<file path="src/rtl/mem_access_ctrl_pkg.sv">
// Shared types and encodings for the MEM-stage data access controller.
package mem_access_ctrl_pkg;

   typedef enum logic [2:0] {
      S_IDLE,
      S_REQ,
      S_WAIT,
      S_DONE,
      S_CANCEL
   } state_e;

   localparam logic [1:0] SZ_BYTE = 2'b00;
   localparam logic [1:0] SZ_HALF = 2'b01;
   localparam logic [1:0] SZ_WORD = 2'b10;

   // MemReadType bit selecting zero- (1) or sign- (0) extension
   localparam int RT_ZEXT_BIT = 2;

   function automatic logic is_misaligned(input logic [1:0] size, input logic [1:0] addr_lo);
      return ((size == SZ_HALF) && addr_lo[0]) ||
             ((size == SZ_WORD) && (addr_lo != 2'b00));
   endfunction

endpackage

</file>
<file path="src/rtl/mem_access_ctrl_lane_align.sv">
// Byte-lane steering: store strobes/replication and load extraction/extension.
module mem_access_ctrl_lane_align
   import mem_access_ctrl_pkg::*;
(
   input  logic [1:0]  st_size,
   input  logic [1:0]  st_addr_lo,
   input  logic [31:0] st_data,
   input  logic [1:0]  ld_size,
   input  logic [1:0]  ld_addr_lo,
   input  logic        ld_zext,
   input  logic [31:0] rdata,
   output logic [3:0]  st_wstrb,
   output logic [31:0] st_wdata,
   output logic [31:0] ld_data
);

   logic [7:0]  byte_sel;
   logic [15:0] half_sel;

   always_comb begin
      st_wstrb = 4'b1111;
      st_wdata = st_data;
      case (st_size)
         SZ_BYTE: begin
            st_wstrb = 4'b0001 << st_addr_lo;
            st_wdata = {4{st_data[7:0]}};
         end
         SZ_HALF: begin
            st_wstrb = st_addr_lo[1] ? 4'b1100 : 4'b0011;
            st_wdata = {2{st_data[15:0]}};
         end
         default: ;
      endcase
   end

   always_comb begin
      case (ld_addr_lo)
         2'd0:    byte_sel = rdata[7:0];
         2'd1:    byte_sel = rdata[15:8];
         2'd2:    byte_sel = rdata[23:16];
         default: byte_sel = rdata[31:24];
      endcase
      half_sel = ld_addr_lo[1] ? rdata[31:16] : rdata[15:0];
      case (ld_size)
         SZ_BYTE: ld_data = {{24{~ld_zext & byte_sel[7]}}, byte_sel};
         SZ_HALF: ld_data = {{16{~ld_zext & half_sel[15]}}, half_sel};
         default: ld_data = rdata;
      endcase
   end

endmodule

</file>
<file path="src/rtl/mem_access_ctrl.sv">
// MEM-stage data access sequencer: one outstanding SRAM-like bus transaction,
// pipeline stall while it is in flight, aligned load result for write-back.
//
// state  | meaning
// IDLE   | no transaction; a new aligned access is latched and requested
// REQ    | data_req high, waiting for data_addr_ok
// WAIT   | address accepted, waiting for data_data_ok
// DONE   | result held until the pipeline advances or flushes
// CANCEL | killed after address acceptance; drain data_data_ok, drop data
module mem_access_ctrl
   import mem_access_ctrl_pkg::*;
#(
   parameter int ADDR_W      = 32,
   parameter bit CHECK_ALIGN = 1'b1
) (
   input  logic              clk,
   input  logic              rst,
   input  logic              mem_valid_i,
   input  logic              MemReadM,
   input  logic              MemWriteM,
   input  logic [2:0]        MemReadType,
   input  logic [31:0]       ALUout,
   input  logic [31:0]       store_data_i,
   input  logic              flush_i,
   input  logic              advance_i,
   output logic              stall_o,
   output logic [31:0]       load_data_o,
   output logic              load_valid_o,
   output logic              adel_o,
   output logic              ades_o,
   output logic              data_req,
   output logic              data_wr,
   output logic [1:0]        data_size,
   output logic [ADDR_W-1:0] data_addr,
   output logic [3:0]        data_wstrb,
   output logic [31:0]       data_wdata,
   input  logic              data_addr_ok,
   input  logic              data_data_ok,
   input  logic [31:0]       data_rdata
);

   state_e              state_q, state_d;
   logic                wr_q, wr_d;
   logic [1:0]          size_q, size_d;
   logic [ADDR_W-1:0]   addr_q, addr_d;
   logic [3:0]          wstrb_q, wstrb_d;
   logic [31:0]         wdata_q, wdata_d;
   logic                zext_q, zext_d;
   logic [31:0]         ldata_q, ldata_d;

   logic                mem_op, misaligned, access;
   logic [3:0]          st_wstrb;
   logic [31:0]         st_wdata, ld_data;

   assign mem_op     = mem_valid_i & (MemReadM | MemWriteM);
   assign misaligned = CHECK_ALIGN && is_misaligned(MemReadType[1:0], ALUout[1:0]);
   assign access     = mem_op & ~flush_i & ~misaligned;
   assign adel_o     = mem_op & MemReadM & misaligned;
   assign ades_o     = mem_op & MemWriteM & misaligned;

   mem_access_ctrl_lane_align u_lane_align (
      .st_size    (MemReadType[1:0]),
      .st_addr_lo (ALUout[1:0]),
      .st_data    (store_data_i),
      .ld_size    (size_q),
      .ld_addr_lo (addr_q[1:0]),
      .ld_zext    (zext_q),
      .rdata      (data_rdata),
      .st_wstrb   (st_wstrb),
      .st_wdata   (st_wdata),
      .ld_data    (ld_data)
   );

   always_comb begin
      state_d = state_q;
      wr_d    = wr_q;
      size_d  = size_q;
      addr_d  = addr_q;
      wstrb_d = wstrb_q;
      wdata_d = wdata_q;
      zext_d  = zext_q;
      ldata_d = ldata_q;
      case (state_q)
         S_IDLE: begin
            if (access) begin
               state_d = S_REQ;
               wr_d    = MemWriteM;
               size_d  = MemReadType[1:0];
               addr_d  = ADDR_W'(ALUout);
               wstrb_d = MemWriteM ? st_wstrb : 4'b0000;
               wdata_d = st_wdata;
               zext_d  = MemReadType[RT_ZEXT_BIT];
            end
         end
         S_REQ: begin
            if (flush_i)          state_d = data_addr_ok ? S_CANCEL : S_IDLE;
            else if (data_addr_ok) state_d = S_WAIT;
         end
         S_WAIT: begin
            // a flush arriving with data_ok consumes the data and skips DONE
            if (data_data_ok) begin
               state_d = flush_i ? S_IDLE : S_DONE;
               if (!wr_q && !flush_i) ldata_d = ld_data;
            end else if (flush_i) begin
               state_d = S_CANCEL;
            end
         end
         S_DONE: begin
            if (advance_i || flush_i) state_d = S_IDLE;
         end
         S_CANCEL: begin
            if (data_data_ok) state_d = S_IDLE;
         end
         default: state_d = S_IDLE;
      endcase
   end

   always_ff @(posedge clk or negedge rst) begin
      if (!rst) begin
         state_q <= S_IDLE;
         wr_q    <= 1'b0;
         size_q  <= 2'b00;
         addr_q  <= '0;
         wstrb_q <= 4'b0000;
         wdata_q <= 32'h0;
         zext_q  <= 1'b0;
         ldata_q <= 32'h0;
      end else begin
         state_q <= state_d;
         wr_q    <= wr_d;
         size_q  <= size_d;
         addr_q  <= addr_d;
         wstrb_q <= wstrb_d;
         wdata_q <= wdata_d;
         zext_q  <= zext_d;
         ldata_q <= ldata_d;
      end
   end

   assign data_req     = (state_q == S_REQ);
   assign data_wr      = wr_q;
   assign data_size    = size_q;
   assign data_addr    = addr_q;
   assign data_wstrb   = wstrb_q;
   assign data_wdata   = wdata_q;
   assign load_data_o  = ldata_q;
   assign load_valid_o = (state_q == S_DONE) && !wr_q;
   assign stall_o      = (state_q == S_IDLE) ? access : (state_q != S_DONE);

endmodule
</file>
<file path="config.mk">
export PLATFORM = sky130hd
export DESIGN_NAME = mem_access_ctrl
export DESIGN_NICKNAME = d
export VERILOG_FILES = /design/src/rtl/mem_access_ctrl_pkg.sv /design/src/rtl/mem_access_ctrl_lane_align.sv /design/src/rtl/mem_access_ctrl.sv
export SDC_FILE = /design/constraint.sdc
export NUM_CORES = 1
export LEC_CHECK = 0
export ABC_AREA = 1
export ABC_CLOCK_PERIOD_IN_PS = 3250
export CORE_ASPECT_RATIO = 2
export CORE_UTILIZATION = 45
export CTS_CLUSTER_DIAMETER = 50
export CTS_CLUSTER_SIZE = 16
export DETAILED_ROUTE_END_ITERATION = 12
export PLACE_DENSITY = 0.88
export SYNTH_ARGS = -nofsm -noshare
export SYNTH_HDL_FRONTEND = slang
export SYNTH_SLANG_ARGS = --single-unit
</file>
<file path="constraint.sdc">
create_clock -name clk -period 3.25 [get_ports clk]
set_clock_uncertainty 0.05 [all_clocks]
set_input_delay 0.65 -clock clk [delete_from_list [all_inputs] [get_ports clk]]
set_output_delay 0.65 -clock clk [all_outputs]
set_load 0.02 [all_outputs]
</file>
Yosys cells after proc, flatten, opt, wreduce, memory -nomap -nowiden --
Cells that the tools add are included.
Storage, ports and cells: register bits 107, word-level logic and storage cells 71, bits of input ports 108
Cells by class: bitwise gates (word level) 13, reduce and logical (&&, ||, !) cells 16, multiplexer cells 18, equal/unequal tests 15, shift-type cells 1
Operators with widths (count):
- case mux 32 bit (2 select lines) | 2
- two-way mux 3 bit | 8
- case mux 8 bit (3 select lines) | 1
- two-way mux 16 bit | 1
- case mux 3 bit (5 select lines) | 1
- bitwise AND 1 bit | 9
- two-way mux 4 bit | 2
- case mux 4 bit (2 select lines) | 1
- == test 2 x 1 -> 1 bit, second input constant | 3
- == test 3 x 2 -> 1 bit, second input constant | 2
- logical NOT 2 bit | 3
- != test 2 bit, second input constant | 3
- != test 3 x 2 -> 1 bit, second input constant | 2
- AND reduction 5 bit | 1
- == test 2 bit, second input constant | 2
- logical AND 1 bit | 4
- << shifter 1 x 2 -> 4 bit, first input constant | 1
- == test 3 x 1 -> 1 bit, second input constant | 1
- == test 3 bit, second input constant | 1
- logical NOT 3 bit | 1
- != test 3 bit, second input constant | 1
- NOT 1 bit | 3
- AND reduction 3 bit | 1
- logical NOT 1 bit | 2
- other kinds (6) | 7

Depth between registers and ports, before layout --
Gate-level depths: netlist of run 1.
depth after elaboration 7, mapped depth 12, gate-level depth less buffers 9

By module --
A second synthesis of run 1 with hierarchy kept.
Second synthesis, totals: cell total of the unflattened synthesis 746, area, all modules 5733.0 µm²
By module, submodules not included:
- mem_access_ctrl | instances 1, seq. area each 2677.6 µm², cells an instance 497, area each 4454.3 µm²
- mem_access_ctrl_lane_align | instances 1, seq. area each 0.0 µm², cells an instance 249, area each 1278.7 µm²

Worst setup path before layout of run 1 --
OpenSTA, ideal clock, no wires.
kind in2out, start point in MemReadType[1], end point out stall_o, setup slack 1.086 ns, stages 7, arrival 1.464 ns, cells stage by stage buf_2 -> inv_2 -> nand2_1 -> nand2_1 -> nand2_2 -> nand2_4 -> a21oi_1
On the way: cells in the longest elaborated chain, start to end 6
RTL lines:
- start, declared | line mem_access_ctrl.sv:21 | input logic [2:0] MemReadType,
- == test 2 x 1 -> 1 bit or == test 2 bit (tied branches) | line mem_access_ctrl_pkg.sv:20, mem_access_ctrl_pkg.sv:21
- logical AND 1 bit (on tied branches) | line mem_access_ctrl_pkg.sv:20, mem_access_ctrl_pkg.sv:21
- logical OR 1 bit (*) | line mem_access_ctrl_pkg.sv:20 | return ((size == SZ_HALF) && addr_lo[0]) ||
- NOT 1 bit (*) | line mem_access_ctrl.sv:57 | assign access = mem_op & ~flush_i & ~misaligned;
- bitwise AND 1 bit (*) | line mem_access_ctrl.sv:57
- two-way mux 1 bit (*) | line mem_access_ctrl.sv:148 | assign stall_o = (state_q == S_IDLE) ? access : (state_q != S_DONE);
- end, declared | line mem_access_ctrl.sv:26 | output logic stall_o,
Every way passes the cells marked *; elsewhere a longest branch is shown, timed or not.

Worst setup path in the final report of run 1 --
Ends and elaborated chain as after synthesis.

==> results by stage, run 1 <==
Status:
- The flow ran to the end, and the final reports show no timing, DRC or antenna violations.

Clock network:
- The CTS tree is built.
- The clock root buffer is clkbuf_16.
- The total CTS buffers is 9.
- Counting every sink on the clock net gives 107.
- In this run the number of H-tree levels came out at 3.
- The post-cts gate resize count is 0.
- The number of hold-repair buffers added at the cts stage is 0.
- For the worst-skew pair, the clock arrives at the later sink with an insertion delay of 340 ps.
- After clock tree synthesis, the clock-pin slew on the worst setup and hold paths is 70 ps.
- After clock tree synthesis, the setup repair step added 0 buffers.
- The number of buffers on the longest clock path is 2.

STA:
- The highest achievable clock rate is 325.3 MHz.
- The actual slew at the worst max-slew pin is 748.2 ps.
- Setup violations remaining at the end of the flow were counted as 0.
- The number of slew-limit violations in the final report is 0.
- The smallest clock period supported by the final layout is computed as 3074 ps.
- After routing, the total negative slack on setup checks comes to 0 ps.
- Setup repair after global routing left no endpoint under its margin.
- The normalized max-slew margin is 50.12%.
- After layout, the worst path uses 94.58% of the clock period.
- The number of hold-slack violations in the final timing report is 0.

Routing:
- The first-pass detailed-route iteration total is 5.
- The number of violations reported at the end of detailed-routing iteration 0 is 260.
- The aggregate routed wire length is 16.38 mm.
- Dividing the detail-routed via count by the number of cells gives 5.016.
- The detail route stage leaves a number of antenna-violating nets equal to 0.
- After detailed routing, the number of remaining DRC violations is 0.
- The detailed-route via count is 5473.
- Dividing the detail-routed wire length by the instance count gives 15.01 um.

Placement:
- The placed instances occupy a cell area of 0.007726 mm^2.
- The port buffer count is 215.
- The total half-perimeter wirelength after legalization and detailed placement is 12.23 mm.
- At the end of routability-driven placement, the weighted congestion stood at 0.9061.

Synthesis:
- The share of the synthesized netlist area taken by xor and xnor gates is 0%.
- By area, the combinational part of the netlist is dominated by simple AND/OR/NAND/NOR gates.
- Summing the areas of all fa, ha and maj instances in the mapped netlist gives 0% of the synthesized area.
- The cell area that synthesis handed to floorplanning was 0.005500 mm^2.
- The basic-gate share of the synthesized area counting and, or, nand and nor cells is 31.44%.
- Summing the sequential cell areas from Yosys gives 48.68% of the chip area.
- Multiplexer cells account for 0.5460% of the synthesized area.
- Summing the areas of all compound-gate instances in the mapped netlist gives 9.622% of the synthesized area.
- Synthesis inferred 107 register bits.
- A synthesized cell averages 7.463 um^2.
- During synthesis, Yosys emitted a total of 0 warnings.
- The distinct cell type count of the synthesized netlist is 28.
- The number of nets in the synthesized netlist is 845.
- The fraction of post-synthesis cell area in the top cell type by area is 48.68%.
- dfrtp_1 takes more of the synthesized area than any other cell.
- After synthesis, the cell types taking the most area are dfrtp_1 49%, nand2_1 20%, inv_1 5.2%.
- The cell count after synthesis came out at 737.

Cells and area:
- The number of inserted diodes is 0.
- In the final layout, the share of cells above drive strength 1 is 6.977%.
- In the layout the commonest cells are 299 x nand2_1, 214 x clkdlybuf4s50_1, 107 x dfrtp_1.
- The area growth from synthesis to layout is 46.38%.
- The number of nets in the layout is 1049.
- The finished layout cell area is 0.008051 mm^2.
- The most frequent standard cell in the layout excluding fill and tap cells is nand2_1.

Die:
- The effective utilization at floorplan is 46.45%.
- The y dimension of the die is 158.4 um.
- The floorplan step defined a die boundary enclosing 0.01270 mm^2.
- Row generation in the floorplan step produced 56 rows.
- The core area is 0.01184 mm^2.
- The die width is 80.18 um.
- During I/O placement, the number of pins put on the boundary was 216.

Setup path:
- Together, buffers and inverters on the worst path number 3.
- The critical-path maximum fanout is 4.
- The critical path class is in2out.
- The kind of cell adding the most delay to the critical path is buffers and inverters.
- The signal arrival time at the worst endpoint is 2370 ps.
- The signal on the critical path passes through clkdlybuf4s50_1 > inv_2 > nand2_1 > nand2_1 > nand2_2 > nand2_4 > a21oi_1 > clkdlybuf4s50_1.
- The worst setup path is captured at a primary output.
- The worst setup path is launched from an input pin.
- The data required time at the worst endpoint is 2550 ps.
- The delay of the slowest critical-path stage is 630 ps.
- The highest-delay cell along the critical path is clkdlybuf4s50_1.

Power:
- Power spread over the standard cell area amounts to 910.6 mW/mm^2.
- The total power is 7.332 mW.
- The worst-case IR drop observed on VDD is 0.5051 mV.
- In this run the static leakage power is 4.159 nW.

Global routing:
- Global routing finished with a remaining overflow of 0.
- The global-route wire length before repair is 25.36 mm.
- Entering global routing, the biggest net connects 64 pins.
- The via count of the first global-routing pass is 5263.
- The initial antenna violation count is 0.
- The all-layer global routing usage is 26.23%.

Min path:
- The class of the most critical hold timing path is in2async.

Flow run:
- The total of max-cap violations is 0.
-- synthesized netlist by cell type --
cell type and instances:
a21boi_1 1, a21oi_1 32, and2_0 5, and2_1 3, buf_1 1, buf_2 16, buf_6 9, clkbuf_1 10
clkinv_1 2, dfrtp_1 107, inv_1 76, inv_2 5, mux2i_1 3, nand2_1 299, nand2_2 1, nand2_4 1
nand3_1 35, nand4_1 7, nor2_1 46, nor2_8 1, nor3_1 1, nor3_2 1, o21ai_0 25, o21ai_1 7
o21ai_2 18, o22ai_1 7, or2_1 9, or2_2 9
-- kinds of logic (layout without fill, tap and decap cells) --
kind of cell	after synthesis	after routing
multiplexers	3	3
flip-flops	107	107
AND/OR/NAND/NOR	418	418
buffers and inverters	119	328
AO/OA/AOI/OAI	90	90
-- cell type report --
type	count	area, um^2
Multi-Input combinational cell	511	2288
Inverter	83	311.5
Timing Repair Buffer	229	2267
Tap cell	145	181.4
Clock inverter	6	96.34
Fill cell	953	3790
Clock buffer	10	229.0
Sequential cell	107	2678
-- worst paths after layout --
check                                from              end  slack (ps)  cells after the start
max reg2reg                  data_addr[1]  load_data_o[20]        1110                      6
min in group clk             data_addr[6]     data_addr[6]         420                      2
max in group asynchronous             rst  load_data_o[10]        2040                      2
min reg2reg                  data_addr[6]     data_addr[6]         420                      2
max                        MemReadType[1]          stall_o         180                      8
min                                   rst    data_addr[19]         300                      1
-- metal layers --
layer / GRT usage, % / up-vias / wire length, um
met3: 4.756 / 55 / 850
met4: 16.75 / 0 / 1034
met5: 0 / - / 0
li1: - / 2686 / -
met1: 28.16 / 2507 / 5773
met2: 46.36 / 225 / 8717
-- registers in the layout, indices dropped and copies added (netlist names) --
register / cells
zext_q: 1
data_wr: 1
data_addr: 32
data_wstrb: 4
load_data_o: 32
data_wdata: 32
data_size: 2
state_q: 3
-- through the flow --
step	utilization, %	hold slack [ps]	cells	setup WS (ps)
global route	67.99	348.0	1091	79.83
floorplan	-	304.4	737	1086
detailed placement	65.25	408.1	1075	174.1
CTS	67.99	331.3	1091	174.2
global placement	65.25	402.4	1075	212.8
finish	67.99	301.0	1091	176.0
-- power by group --
group	switching, mW	total (mW)	internal [mW]
Combinational	2.11	3.80	1.70
Clock	0.506	1.19	0.686
Sequential	0.393	2.34	1.95
No activity file was read; power rests on OpenSTA's default activity.
==> run 2: changes to the inputs <==
HOLD_SLACK_MARGIN = 0.03   (was not set)
==> results of run 2 <==
No change in the layout: final DEF, timing and power equal those of run 1.
==> run 3: changes to the inputs <==
SLEW_MARGIN = 5   (was not set)
==> results of run 3 <==
No change in the layout: final DEF, timing and power equal those of run 1.
